<file path="config.mk">
export PLATFORM = sky130hd
export DESIGN_NAME = dmem_axil_master
export DESIGN_NICKNAME = d
export VERILOG_FILES = /design/src/rtl/axil_pkg.sv /design/src/rtl/dmem_axil_master.sv
export SDC_FILE = /design/constraint.sdc
export NUM_CORES = 1
export LEC_CHECK = 0
export CAP_MARGIN = 5
export CORE_MARGIN = 3
export CORE_UTILIZATION = 27
export CTS_BUF_LIST = sky130_fd_sc_hd__clkbuf_8 sky130_fd_sc_hd__clkbuf_16
export CTS_CLUSTER_SIZE = 12
export DETAILED_ROUTE_END_ITERATION = 6
export PLACE_DENSITY_LB_ADDON = 0.15
export SYNTH_ARGS = -nofsm -noshare
export SYNTH_HDL_FRONTEND = slang
export SYNTH_SLANG_ARGS = --single-unit
</file>
<file path="constraint.sdc">
create_clock -name clk -period 1.5 [get_ports clk]
set_input_delay 0.15 -clock clk [delete_from_list [all_inputs] [get_ports clk]]
set_output_delay 0.15 -clock clk [all_outputs]
set_load 0.01 [all_outputs]
</file>
<file path="src/rtl/axil_pkg.sv">
// Shared AXI4-Lite types for the data-memory master bridge:
// response codes, bridge FSM states and the data-access prot value.
package axil_pkg;

  typedef enum logic [1:0] {
    OKAY   = 2'b00,
    EXOKAY = 2'b01,
    SLVERR = 2'b10,
    DECERR = 2'b11
  } axil_resp_t;

  typedef enum logic [2:0] {
    IDLE,
    WR_REQ,
    WR_RESP,
    RD_REQ,
    RD_RESP,
    DONE
  } dmem_axil_state_t;

  localparam logic [2:0] AXIL_PROT_DATA = 3'b000;

endpackage

</file>
<file path="src/rtl/dmem_axil_master.sv">
// CPU dmem port to AXI4-Lite master bridge, one outstanding access.
// Ports: clk/rst_n (sync, low), dmem_* request/response, m_axi_* bus.
module dmem_axil_master
  import axil_pkg::*;
#(
  parameter int ADDR_WIDTH = 32,
  parameter int DATA_WIDTH = 32,
  parameter logic [2:0] AXI_PROT = AXIL_PROT_DATA,
  localparam int STRB_WIDTH = DATA_WIDTH / 8
) (
  input  logic                  clk,
  input  logic                  rst_n,
  input  logic [ADDR_WIDTH-1:0] dmem_addr,
  input  logic [DATA_WIDTH-1:0] dmem_write_data,
  input  logic                  dmem_read,
  input  logic                  dmem_write,
  input  logic [STRB_WIDTH-1:0] dmem_byte_enable,
  output logic [DATA_WIDTH-1:0] dmem_read_data,
  output logic                  dmem_ready,
  output logic                  dmem_error,
  output logic                  busy,
  output logic [ADDR_WIDTH-1:0] m_axi_awaddr,
  output logic [2:0]            m_axi_awprot,
  output logic                  m_axi_awvalid,
  input  logic                  m_axi_awready,
  output logic [DATA_WIDTH-1:0] m_axi_wdata,
  output logic [STRB_WIDTH-1:0] m_axi_wstrb,
  output logic                  m_axi_wvalid,
  input  logic                  m_axi_wready,
  input  logic [1:0]            m_axi_bresp,
  input  logic                  m_axi_bvalid,
  output logic                  m_axi_bready,
  output logic [ADDR_WIDTH-1:0] m_axi_araddr,
  output logic [2:0]            m_axi_arprot,
  output logic                  m_axi_arvalid,
  input  logic                  m_axi_arready,
  input  logic [DATA_WIDTH-1:0] m_axi_rdata,
  input  logic [1:0]            m_axi_rresp,
  input  logic                  m_axi_rvalid,
  output logic                  m_axi_rready
);

  dmem_axil_state_t state_q, state_d;

  logic [ADDR_WIDTH-1:0] addr_q, addr_d;
  logic [DATA_WIDTH-1:0] wdata_q, wdata_d;
  logic [STRB_WIDTH-1:0] strb_q, strb_d;
  logic [DATA_WIDTH-1:0] rdata_q, rdata_d;
  axil_resp_t            resp_q, resp_d;
  logic awvalid_q, awvalid_d;
  logic wvalid_q, wvalid_d;
  logic arvalid_q, arvalid_d;
  logic bready_q, bready_d;
  logic rready_q, rready_d;
  logic aw_done_q, aw_done_d;
  logic w_done_q, w_done_d;
  logic ready_q, ready_d;
  logic error_q, error_d;

  logic aw_hs, w_hs, ar_hs, b_hs, r_hs;
  logic aw_fin, w_fin, accept;

  assign aw_hs  = awvalid_q & m_axi_awready;
  assign w_hs   = wvalid_q & m_axi_wready;
  assign ar_hs  = arvalid_q & m_axi_arready;
  assign b_hs   = bready_q & m_axi_bvalid;
  assign r_hs   = rready_q & m_axi_rvalid;
  assign aw_fin = aw_done_q | aw_hs;
  assign w_fin  = w_done_q | w_hs;
  // The request is still held during the completion pulse;
  // it must not be taken as a new transaction.
  assign accept = (state_q == IDLE) & ~ready_q;

  always_ff @(posedge clk) begin
    if (!rst_n) begin
      state_q   <= IDLE;
      addr_q    <= '0;
      wdata_q   <= '0;
      strb_q    <= '0;
      rdata_q   <= '0;
      resp_q    <= OKAY;
      awvalid_q <= 1'b0;
      wvalid_q  <= 1'b0;
      arvalid_q <= 1'b0;
      bready_q  <= 1'b0;
      rready_q  <= 1'b0;
      aw_done_q <= 1'b0;
      w_done_q  <= 1'b0;
      ready_q   <= 1'b0;
      error_q   <= 1'b0;
    end else begin
      state_q   <= state_d;
      addr_q    <= addr_d;
      wdata_q   <= wdata_d;
      strb_q    <= strb_d;
      rdata_q   <= rdata_d;
      resp_q    <= resp_d;
      awvalid_q <= awvalid_d;
      wvalid_q  <= wvalid_d;
      arvalid_q <= arvalid_d;
      bready_q  <= bready_d;
      rready_q  <= rready_d;
      aw_done_q <= aw_done_d;
      w_done_q  <= w_done_d;
      ready_q   <= ready_d;
      error_q   <= error_d;
    end
  end

  always_comb begin
    state_d = state_q;
    unique case (state_q)
      IDLE: begin
        if (accept && dmem_write)
          state_d = WR_REQ;
        else if (accept && dmem_read)
          state_d = RD_REQ;
      end
      WR_REQ:  if (aw_fin && w_fin) state_d = WR_RESP;
      WR_RESP: if (b_hs) state_d = DONE;
      RD_REQ:  if (ar_hs) state_d = RD_RESP;
      RD_RESP: if (r_hs) state_d = DONE;
      DONE:    state_d = IDLE;
      default: state_d = IDLE;
    endcase
  end

  always_comb begin
    addr_d    = addr_q;
    wdata_d   = wdata_q;
    strb_d    = strb_q;
    rdata_d   = rdata_q;
    resp_d    = resp_q;
    awvalid_d = awvalid_q;
    wvalid_d  = wvalid_q;
    arvalid_d = arvalid_q;
    bready_d  = bready_q;
    rready_d  = rready_q;
    aw_done_d = aw_done_q;
    w_done_d  = w_done_q;
    ready_d   = 1'b0;
    error_d   = 1'b0;
    unique case (state_q)
      IDLE: begin
        if (accept && dmem_write) begin
          addr_d    = dmem_addr;
          wdata_d   = dmem_write_data;
          strb_d    = dmem_byte_enable;
          awvalid_d = 1'b1;
          wvalid_d  = 1'b1;
          aw_done_d = 1'b0;
          w_done_d  = 1'b0;
        end else if (accept && dmem_read) begin
          addr_d    = dmem_addr;
          arvalid_d = 1'b1;
        end
      end
      WR_REQ: begin
        if (aw_hs) begin
          awvalid_d = 1'b0;
          aw_done_d = 1'b1;
        end
        if (w_hs) begin
          wvalid_d = 1'b0;
          w_done_d = 1'b1;
        end
        if (aw_fin && w_fin)
          bready_d = 1'b1;
      end
      WR_RESP: begin
        if (b_hs) begin
          resp_d   = axil_resp_t'(m_axi_bresp);
          bready_d = 1'b0;
        end
      end
      RD_REQ: begin
        if (ar_hs) begin
          arvalid_d = 1'b0;
          rready_d  = 1'b1;
        end
      end
      RD_RESP: begin
        if (r_hs) begin
          rdata_d  = m_axi_rdata;
          resp_d   = axil_resp_t'(m_axi_rresp);
          rready_d = 1'b0;
        end
      end
      DONE: begin
        ready_d = 1'b1;
        error_d = (resp_q != OKAY);
      end
      default: ;
    endcase
  end

  assign m_axi_awaddr   = addr_q & ~ADDR_WIDTH'(3);
  assign m_axi_araddr   = addr_q & ~ADDR_WIDTH'(3);
  assign m_axi_awprot   = AXI_PROT;
  assign m_axi_arprot   = AXI_PROT;
  assign m_axi_awvalid  = awvalid_q;
  assign m_axi_wdata    = wdata_q;
  assign m_axi_wstrb    = strb_q;
  assign m_axi_wvalid   = wvalid_q;
  assign m_axi_bready   = bready_q;
  assign m_axi_arvalid  = arvalid_q;
  assign m_axi_rready   = rready_q;
  assign dmem_read_data = rdata_q;
  assign dmem_ready     = ready_q;
  assign dmem_error     = error_q;
  assign busy           = (state_q != IDLE);

endmodule

</file>
==> results.toml, run 1 <==
[finish]
fin_util_pct = 45.2
nFillCells = 1633
finalNetCount = 872
diodes = 0
register_area_um2 = 2250
drive_gt1_share_pct = 6.81
multi_input_area_um2 = 1940
area_delta_synth_final_pct = 62.7
postLayoutCellArea_um2 = 7560

[sta]
period_needed_ns = 1.48
slew_violations = 0
setup_viol_count_final = 0
finalClockSkew_ns = 0.00716
hold_viol = 0
rsz0062_at_grt = "true"
fin_crit_sh_pct = 98.3
timing.fmax_ghz = 0.678

[worst_setup_path]
start_kind = "flip-flop"
endpoint_kind = "flip-flop"
cp_top_family = "simple AND/OR/NAND/NOR gates"
crit_chain = "nor3_4, inv_4, nor3_4, buf_12, clkbuf_16, nand2_1, a21boi_0"
cpMaxStageDelayCell = "dfxtp_4"
reg2reg_slack_ns = 0.02
reg2reg_from = "state_q[1]"
path_common_cell = "nor3_4"
max_stage_delay_ns = 0.37
crit_fanout = 19
r2r-end = "m_axi_wdata[10]"
cp.required_ns = 1.78
criticalPathCategory = "reg2reg"
cp_data_arrival_time_ns = 1.75
ff2ff_path_depth = 7
crit_buf_inv = 3

[synthesis]
synth.distinct_cells = 35
yosys.area.top_type = "dfxtp_1"
synth_cells = 546
yosys_warnings = 0
syn_area_um2 = 4640
synth_top_cell_area_share_pct = 48.3
synth_seq_cells = 112
syn_area_per_cell_um2 = 8.50
seq_area_frac_synth_pct = 48.3
synth_area_leaders = "dfxtp_1 48%, nand2_1 17%, a21boi_1 10%"

[power]
p_leak_nw = 2.86
combPwrFrac_pct = 36.6
netSwitchingFraction_pct = 31.0
seqPwrFrac_pct = 36.7
peakVddDrop_mv = 0.620
clkPwrFrac_pct = 26.7
switching_power_w = 0.00312
cellPowerDensity_nw_per_um2 = 1330
p_int_w = 0.00694

[run_status]
status = "completed"

[grt]
grtUsageTotal_pct = 14.4
grt-ovfl-total = 0
grt_max_degree = 52
grt_pass1_wl_um = 21300
grt_pass1_vias = 4104
antenna_found_initial = 0

[floorplanning]
die_height_um = 137
dieArea_um2 = 18800
ios = 259
row_count = 47
die_w_um = 137
start_util_pct = 27.8
coreArea_um2 = 16700

[clock_tree]
numCtsBuffers = 9
cts_root_buf = "clkbuf_16"
htreeDepth = 3
clock_path_buffers = 2
cts_tree = "done"
clkLatencyLatePin_ns = 0.34
path_clk_slew_ns = 0.07
clock-sinks = 112

[worst_hold_path]
min_to = "m_axi_arvalid"
hp-start = "rst_n"
hold_depth = 2
hp-class = "in2reg"

[drt]
routed_via_density = 4.38
wl_per_cell_um = 14.3
drcViolationCount = 0
drt_iter0_drc = 147
ant_nets = 0
dr_total_vias = 4307
drtPass1Iterations = 4
wl_um = 14100

[place]
gp_congestion = 0.757
port_buffers = 246
dpl.hpwl_um = 10300
placed_area_um2 = 7110

[job]
maxCapViolCount = 0
[metal layers]
metal  up-vias  global-route usage (%)  routed length [um]
met2       142                    24.8                6960
met3        14                    4.38                1090
met1      2000                    16.7                5800
met5         -                       0                   0
li1       2151                       -                   -
met4         0                    5.60                 264
[power groups by stage]
stage,logic [W],clock network (W),registers [W]
after floorplan,0.00175,0,0.00385
after global placement,0.00350,0,0.00373
after detailed placement,0.00354,0,0.00375
after CTS,0.00354,0.00281,0.00369
after global routing,0.00403,0.00293,0.00376
final,0.00369,0.00268,0.00369
[Yosys cell counts (all sizes together)]
| cell | n |
|---|---|
| nand3 | 3 |
| a21oi | 6 |
| o21a | 1 |
| buf | 60 |
| nand3b | 2 |
| clkbuf | 15 |
| conb | 1 |
| a22oi | 1 |
| a31oi | 3 |
| mux2i | 3 |
| nor3b | 5 |
| nand2 | 208 |
| o211a | 3 |
| o22ai | 1 |
| nand4b | 2 |
| nor3 | 2 |
| and3 | 1 |
| nor2b | 4 |
| a21boi | 99 |
| dfxtp | 112 |
| o21bai | 1 |
| or4b | 1 |
| o211ai | 1 |
| inv | 2 |
| nor4 | 1 |
| nor2 | 4 |
| o21ai | 3 |
| or2 | 1 |
[worst max path at each step]
stage | from | to | slack (ns) | depth (start not counted)
final | state_q[1] | m_axi_wdata[10] | 0.02 | 7
after global routing | state_q[1] | m_axi_awvalid | -0.05 | 7
after CTS | m_axi_bready | m_axi_bready | 0.005 | 1
after detailed placement | dmem_write | addr_q[14] | -0.07 | 6
after global placement | dmem_write | addr_q[30] | -0.02 | 6
after floorplan | state_q[2] | m_axi_wdata[10] | 0.11 | 6
[state kept, by name, summed over array words and instances, names as in the netlist, 2 cells and up]
register,flops
state_q,3
addr_q,30
m_axi_wdata,32
dmem_read_data,32
m_axi_wstrb,4
resp_q,2
[through the flow]
stage | setup WS [ns] | std cells | TNS (ns) | power (W) | hold WS, ns
after floorplan | 0.108 | 555 | 0 | 0.00560 | 0.285
after global placement | -0.0223 | 964 | -0.170 | 0.00723 | 0.441
after detailed placement | -0.0678 | 964 | -1.54 | 0.00729 | 0.445
after CTS | 0.00530 | 980 | 0 | 0.0100 | 0.121
after global routing | -0.0454 | 984 | -0.440 | 0.0107 | 0.129
final | 0.0248 | 984 | 0 | 0.0101 | 0.144
[layout make-up]
class | count | area share [%]
flip-flops and latches | 112 | 29.8
clock inverters | 5 | 1.16
clock buffers | 11 | 3.34
well taps | 220 | 3.64
repair buffers | 268 | 36.3
multi-input cells | 366 | 25.6
inverters | 2 | 0.132
[repair_timing]
action,in CTS,in global routing
resized for setup,7,18
hold buffers,0,0
pin swaps,1,2
setup buffers,0,2
endpoints found under the setup margin,6,55
hold endpoints to repair,0,0
gates cloned,0,2
[kinds of logic (layout without fill, tap and decap cells)]
kind of cell | Yosys count | in the layout | synth area share (%)
simple gates | 234 | 234 | 21.4
compound gates | 119 | 119 | 18.8
flops | 112 | 112 | 48.3
mux | 3 | 3 | 0.647
buf+inv | 77 | 286 | 10.8
other cells | 1 | 10 | 0.0808
[cell usage in the layout, fill, tap and decap left out, types with 3 or more instances in the layout]
| cell | instances |
|---|---|
| a21boi_0 | 30 |
| a21boi_1 | 69 |
| a21oi_1 | 6 |
| a31oi_1 | 3 |
| buf_12 | 5 |
| buf_4 | 13 |
| clkbuf_16 | 11 |
| clkdlybuf4s50_1 | 236 |
| conb_1 | 10 |
| dfxtp_1 | 109 |
| dlymetal6s2s_1 | 6 |
| mux2i_1 | 3 |
| nand2_1 | 206 |
| nand3_1 | 3 |
| nor2_1 | 3 |
| nor2b_1 | 4 |
| nor3b_1 | 3 |
| o211a_1 | 3 |
| o21ai_0 | 3 |
(Power assumes the default switching activity.)
==> run 2: changes to the inputs <==
==> constraint.sdc (replaced) <==
create_clock -name clk -period 1.5 [get_ports clk]
set_input_delay 0.15 -clock clk [delete_from_list [all_inputs] [get_ports clk]]
set_output_delay 0.15 -clock clk [all_outputs]
set_load 0.1 [all_outputs]
==> run 2 against run 1 <==
Effect of this change:
- the run now ends with setup timing left
- non-clock buffer count grew 6
- total power grew 54%
- clock skew shrank 0.0010 ns
- core utilization grew 8.8 points
- via count grew 0.53%
- combinational power grew 140%
- global-route usage grew 0.64 points
- critical path depth is the same
- wire length grew 6.2%
- setup slack lost 0.062 ns
- maximum frequency shrank 4.1%
- critical endpoint is now m_axi_wdata[16]
==> results.toml, run 2 (synthesis results as in run 1) <==
[finish]
final_cell_mix = "207 x nand2_1, 141 x buf_12, 109 x clkdlybuf4s50_1"
finalNonFillerCells = 989
final_common_cell = "nand2_1"
fin_util_pct = 54.0
diodes = 0
finalNetCount = 878
drive_gt1_share_pct = 30.4
area_delta_synth_final_pct = 94.3

[power]
cellPowerDensity_nw_per_um2 = 1720
power.total_w = 0.0155
p_leak_nw = 3.48
peakVddDrop_mv = 0.867

[floorplanning]
start_util_pct = 27.8
ios = 259
row_count = 47
coreArea_um2 = 16700
dieArea_um2 = 18800
die_height_um = 137
die_w_um = 137

[drt]
wl_um = 15000
ant_nets = 0
dr_total_vias = 4330
drtPass1Iterations = 4
drt-met1-wl_um = 5830
routed_via_density = 4.38
met3_length_um = 1350
top_layer_used = "met4"
drcViolationCount = 0
wl_per_cell_um = 15.2
drt_iter0_drc = 193
wl_met2_um = 7520

[grt]
grt_pass1_vias = 4129
grt-ovfl-total = 0
antenna_found_initial = 0
grt_pass1_wl_um = 22100
grtUsageTotal_pct = 15.0
grt_max_degree = 48

[sta]
finalClockSkew_ns = 0.00616
period_needed_ns = 1.54
timing.fmax_ghz = 0.650
finalSetupTns_ns = -0.277
fin_crit_sh_pct = 103
setup_ws_ns = -0.0375
hold_viol = 0
setup_viol_count_final = 18
slew_violations = 0
rsz0062_at_grt = "true"

[worst_setup_path]
criticalPathCategory = "reg2reg"
cp_data_arrival_time_ns = 1.81
start_kind = "flip-flop"
crit_fanout = 9
cp.required_ns = 1.77
endpoint_kind = "flip-flop"

[clock_tree]
cts_tree = "done"
clkLatencyLatePin_ns = 0.35
path_clk_slew_ns = 0.07
clock-sinks = 112
htreeDepth = 3
holdBufCountCts = 0
clock_path_buffers = 2
numCtsBuffers = 9
cts_root_buf = "clkbuf_16"

[place]
dpl.hpwl_um = 11400
port_buffers = 246
gp_congestion = 0.770
place_inst = 968
pre_cts_ws_ns = -0.0709

[run_status]
violations = "setup timing"
status = "finished with violations"

[worst_hold_path]
hp-class = "in2reg"

[job]
maxCapViolCount = 0
[run 2: metal layers]
metal | up-vias | global-route usage [%]
li1 | 2152 | -
met1 | 1994 | 17.2
met4 | 0 | 5.49
met2 | 168 | 25.7
met5 | - | 0
met3 | 16 | 5.44
[run 2: final cells by class]
| cell class | instances | area (um^2) |
|---|---|---|
| timing repair buffer | 274 | 4160 |
| tap | 220 | 275 |
| clock buffer | 11 | 253 |
| inverter | 2 | 21.3 |
| multi-input combinational | 366 | 1970 |
| clock inverter | 4 | 52.6 |
| sequential | 112 | 2300 |
| fill | 1450 | 7680 |
[run 2: through the flow]
step                instance area [um^2]  hold slack, ns
CTS                                 8870           0.116
global route                        9020           0.127
finish                              9020           0.127
detailed placement                  8560           0.458
global placement                    8560           0.446
floorplan                           4760           0.277
[run 2: final timing paths]
check,startpoint,end,slack (ns),cells after the start
max,state_q[2],m_axi_wdata[16],-0.04,7
min,rst_n,dmem_ready,0.13,3
max reg2reg,state_q[2],m_axi_wdata[16],-0.04,7
min reg2reg,resp_q[0],dmem_error,0.47,1
[run 2: repair_timing]
item                                    CTS  global route
buffers inserted                          0             3
endpoints found under the setup margin    8            73
pin swaps                                 0             3
cloned                                    0             3
resized for setup                         2            31
[run 2: where the power goes]
part	internal [W]	switching, W	total, W
clock	0.00139	0.00111	0.00250
combinational	0.00334	0.00562	0.00896
sequential	0.00343	0.000584	0.00402
[run 2: critical path, cell delays in order (launching register included)]
cell and delay (ns):
dfxtp_2 0.35, nor3_4 0.18, bufinv_8 0.22, nor3_4 0.21, buf_12 0.16, clkbuf_16 0.16
nand2_1 0.06, a21boi_1 0.13
==> run 3: changes to the inputs <==
--- a/config.mk
+++ b/config.mk
@@ -11,6 +11,7 @@
 export CTS_BUF_LIST = sky130_fd_sc_hd__clkbuf_8 sky130_fd_sc_hd__clkbuf_16
 export CTS_CLUSTER_SIZE = 12
 export DETAILED_ROUTE_END_ITERATION = 6
+export DONT_BUFFER_PORTS = 1
 export PLACE_DENSITY_LB_ADDON = 0.15
 export SYNTH_ARGS = -nofsm -noshare
 export SYNTH_HDL_FRONTEND = slang
==> run 3 against run 2 <==
Effect of this change:
- highest routed layer unchanged
- clock skew increased by 0.0035 ns
- sequential share of layout area is 5.8 points higher
- the run ends with hold timing, setup timing left
- global-route usage decreased by 0.92 points
- clock power rose by 6%
- largest power group unchanged
- final area shrank 18%
==> results.toml, run 3 (synthesis results as in run 1) <==
[run_status]
status = "finished with violations"
violations = "hold timing, setup timing"

[power]
combPwrFrac_pct = 54.5
cellPowerDensity_nw_per_um2 = 1910
switching_power_w = 0.00706
p_leak_nw = 2.96
p_int_w = 0.00698
seqPwrFrac_pct = 26.6
peakVddDrop_mv = 0.858
netSwitchingFraction_pct = 50.3
clkPwrFrac_pct = 18.8

[place]
gp_congestion = 0.732
pre_cts_ws_ns = -0.0354
dpl.hpwl_um = 9330
place_inst = 822
port_buffers = 0

[finish]
diodes = 0
final_common_cell = "nand2_1"
final_cell_mix = "204 x nand2_1, 98 x dlygate4sd3_1, 86 x buf_4"
area_delta_synth_final_pct = 58.5
nFillCells = 1636
fin_util_pct = 44.1
finalNetCount = 830
finalNonFillerCells = 942
drive_gt1_share_pct = 28.3

[floorplanning]
dieArea_um2 = 18800
coreArea_um2 = 16700
die_height_um = 137
die_w_um = 137
row_count = 47
ios = 259
start_util_pct = 27.8

[grt]
grtUsageTotal_pct = 14.1
antenna_found_initial = 0
grt-ovfl-total = 0
grt_pass1_wl_um = 20700
grt_max_degree = 112
grt_pass1_vias = 4146

[sta]
hold_slack_ns = -0.0471
finalClockSkew_ns = 0.00963
slew_violations = 0
rsz0062_at_grt = "true"
setup_ws_ns = -0.0414
timing.fmax_ghz = 0.649
period_needed_ns = 1.54
hold_viol = 57
setup_viol_count_final = 27
fin_crit_sh_pct = 103

[worst_setup_path]
max_stage_delay_ns = 0.36
cp_top_family = "buffers and inverters"
crit_chain = "nor3_4, bufinv_8, nor3_4, buf_12, buf_6, nand2_1, a21boi_1"
criticalPathCategory = "reg2reg"
path_depth = 7
crit_buf_inv = 3
start_kind = "flip-flop"
cp_data_arrival_time_ns = 1.82
crit_fanout = 8
path_common_cell = "nor3_4"
cp.required_ns = 1.78
ff2ff_path_depth = 7
reg2reg_slack_ns = -0.04
endpoint_kind = "flip-flop"
cpMaxStageDelayCell = "dfxtp_4"

[clock_tree]
path_clk_slew_ns = 0.07
htreeDepth = 3
clkLatencyLatePin_ns = 0.35
clock-sinks = 112
clock_path_buffers = 2
numCtsBuffers = 9
cts_root_buf = "clkbuf_16"
cts_tree = "done"

[job]
maxCapViolCount = 0

[drt]
wl_per_cell_um = 14.8
ant_nets = 0
dr_total_vias = 4241
drtPass1Iterations = 4
drt_iter0_drc = 167
wl_um = 14000
drcViolationCount = 0
routed_via_density = 4.50

[worst_hold_path]
hp-class = "in2reg"
hold_depth = 1
run 3: area by class of cell:
| cell class | count | area, um^2 | area share (%) |
|---|---|---|---|
| repair buffers | 226 | 2440 | 33.1 |
| flip-flops and latches | 112 | 2300 | 31.3 |
| multi-input cells | 366 | 1990 | 27.1 |
| well taps | 220 | 275 | 3.74 |
| clock buffers | 9 | 225 | 3.06 |
| clock inverters | 7 | 104 | 1.41 |
| inverters | 2 | 21.3 | 0.289 |
run 3: worst register-to-register path, cell delays in order (launching register included):
cell and delay (ns):
dfxtp_4 0.36, nor3_4 0.19, bufinv_8 0.22, nor3_4 0.21
buf_12 0.16, buf_6 0.14, nand2_1 0.06, a21boi_1 0.13
run 3: final timing paths:
kind	startpoint	end
setup / recovery	state_q[1]	m_axi_wdata[18]
hold / removal	rst_n	m_axi_rready
setup reg to reg	state_q[1]	m_axi_wdata[18]
hold reg to reg	m_axi_wdata[20]	m_axi_wdata[20]
run 3: per-layer routing:
metal | routed length, um | up-vias | part of all wire, % | global-route usage [%]
met4 | 335 | 0 | 2.4 | 5.65
met3 | 1050 | 27 | 7.6 | 4.85
met2 | 7120 | 166 | 51 | 25.0
li1 | - | 2073 | - | -
met5 | 0 | - | 0 | 0
met1 | 5440 | 1975 | 39 | 15.4
run 3: through the flow:
step,hold WS [ns],TNS [ns],total power [W],cell area (um^2)
2_1_floorplan,0.277,-0.0274,0.00964,4760
3_3_place_gp,0.282,0,0.0109,5830
3_5_place_dp,0.285,-0.326,0.0109,5830
4_1_cts,-0.0959,-0.0335,0.0139,7150
5_1_grt,-0.0698,-7.64,0.0147,7360
6_report,-0.0471,-0.467,0.0140,7360
run 3: timing repair:
action / in CTS / in global routing
endpoints found under the setup margin: 40 / 98
endpoints found under the hold margin: 111 / 109
pin swaps: 1 / 10
setup buffers: 0 / 2
gates cloned: 0 / 4
gates resized for setup: 10 / 35
hold buffers: 97 / 1
run 3: power groups by stage:
stage	combinational (W)	clock (W)	sequential (W)
final	0.00765	0.00265	0.00374
after global routing	0.00801	0.00288	0.00380
after CTS	0.00738	0.00278	0.00375
after detailed placement	0.00713	0	0.00381
after global placement	0.00710	0	0.00380
after floorplan	0.00333	0	0.00631
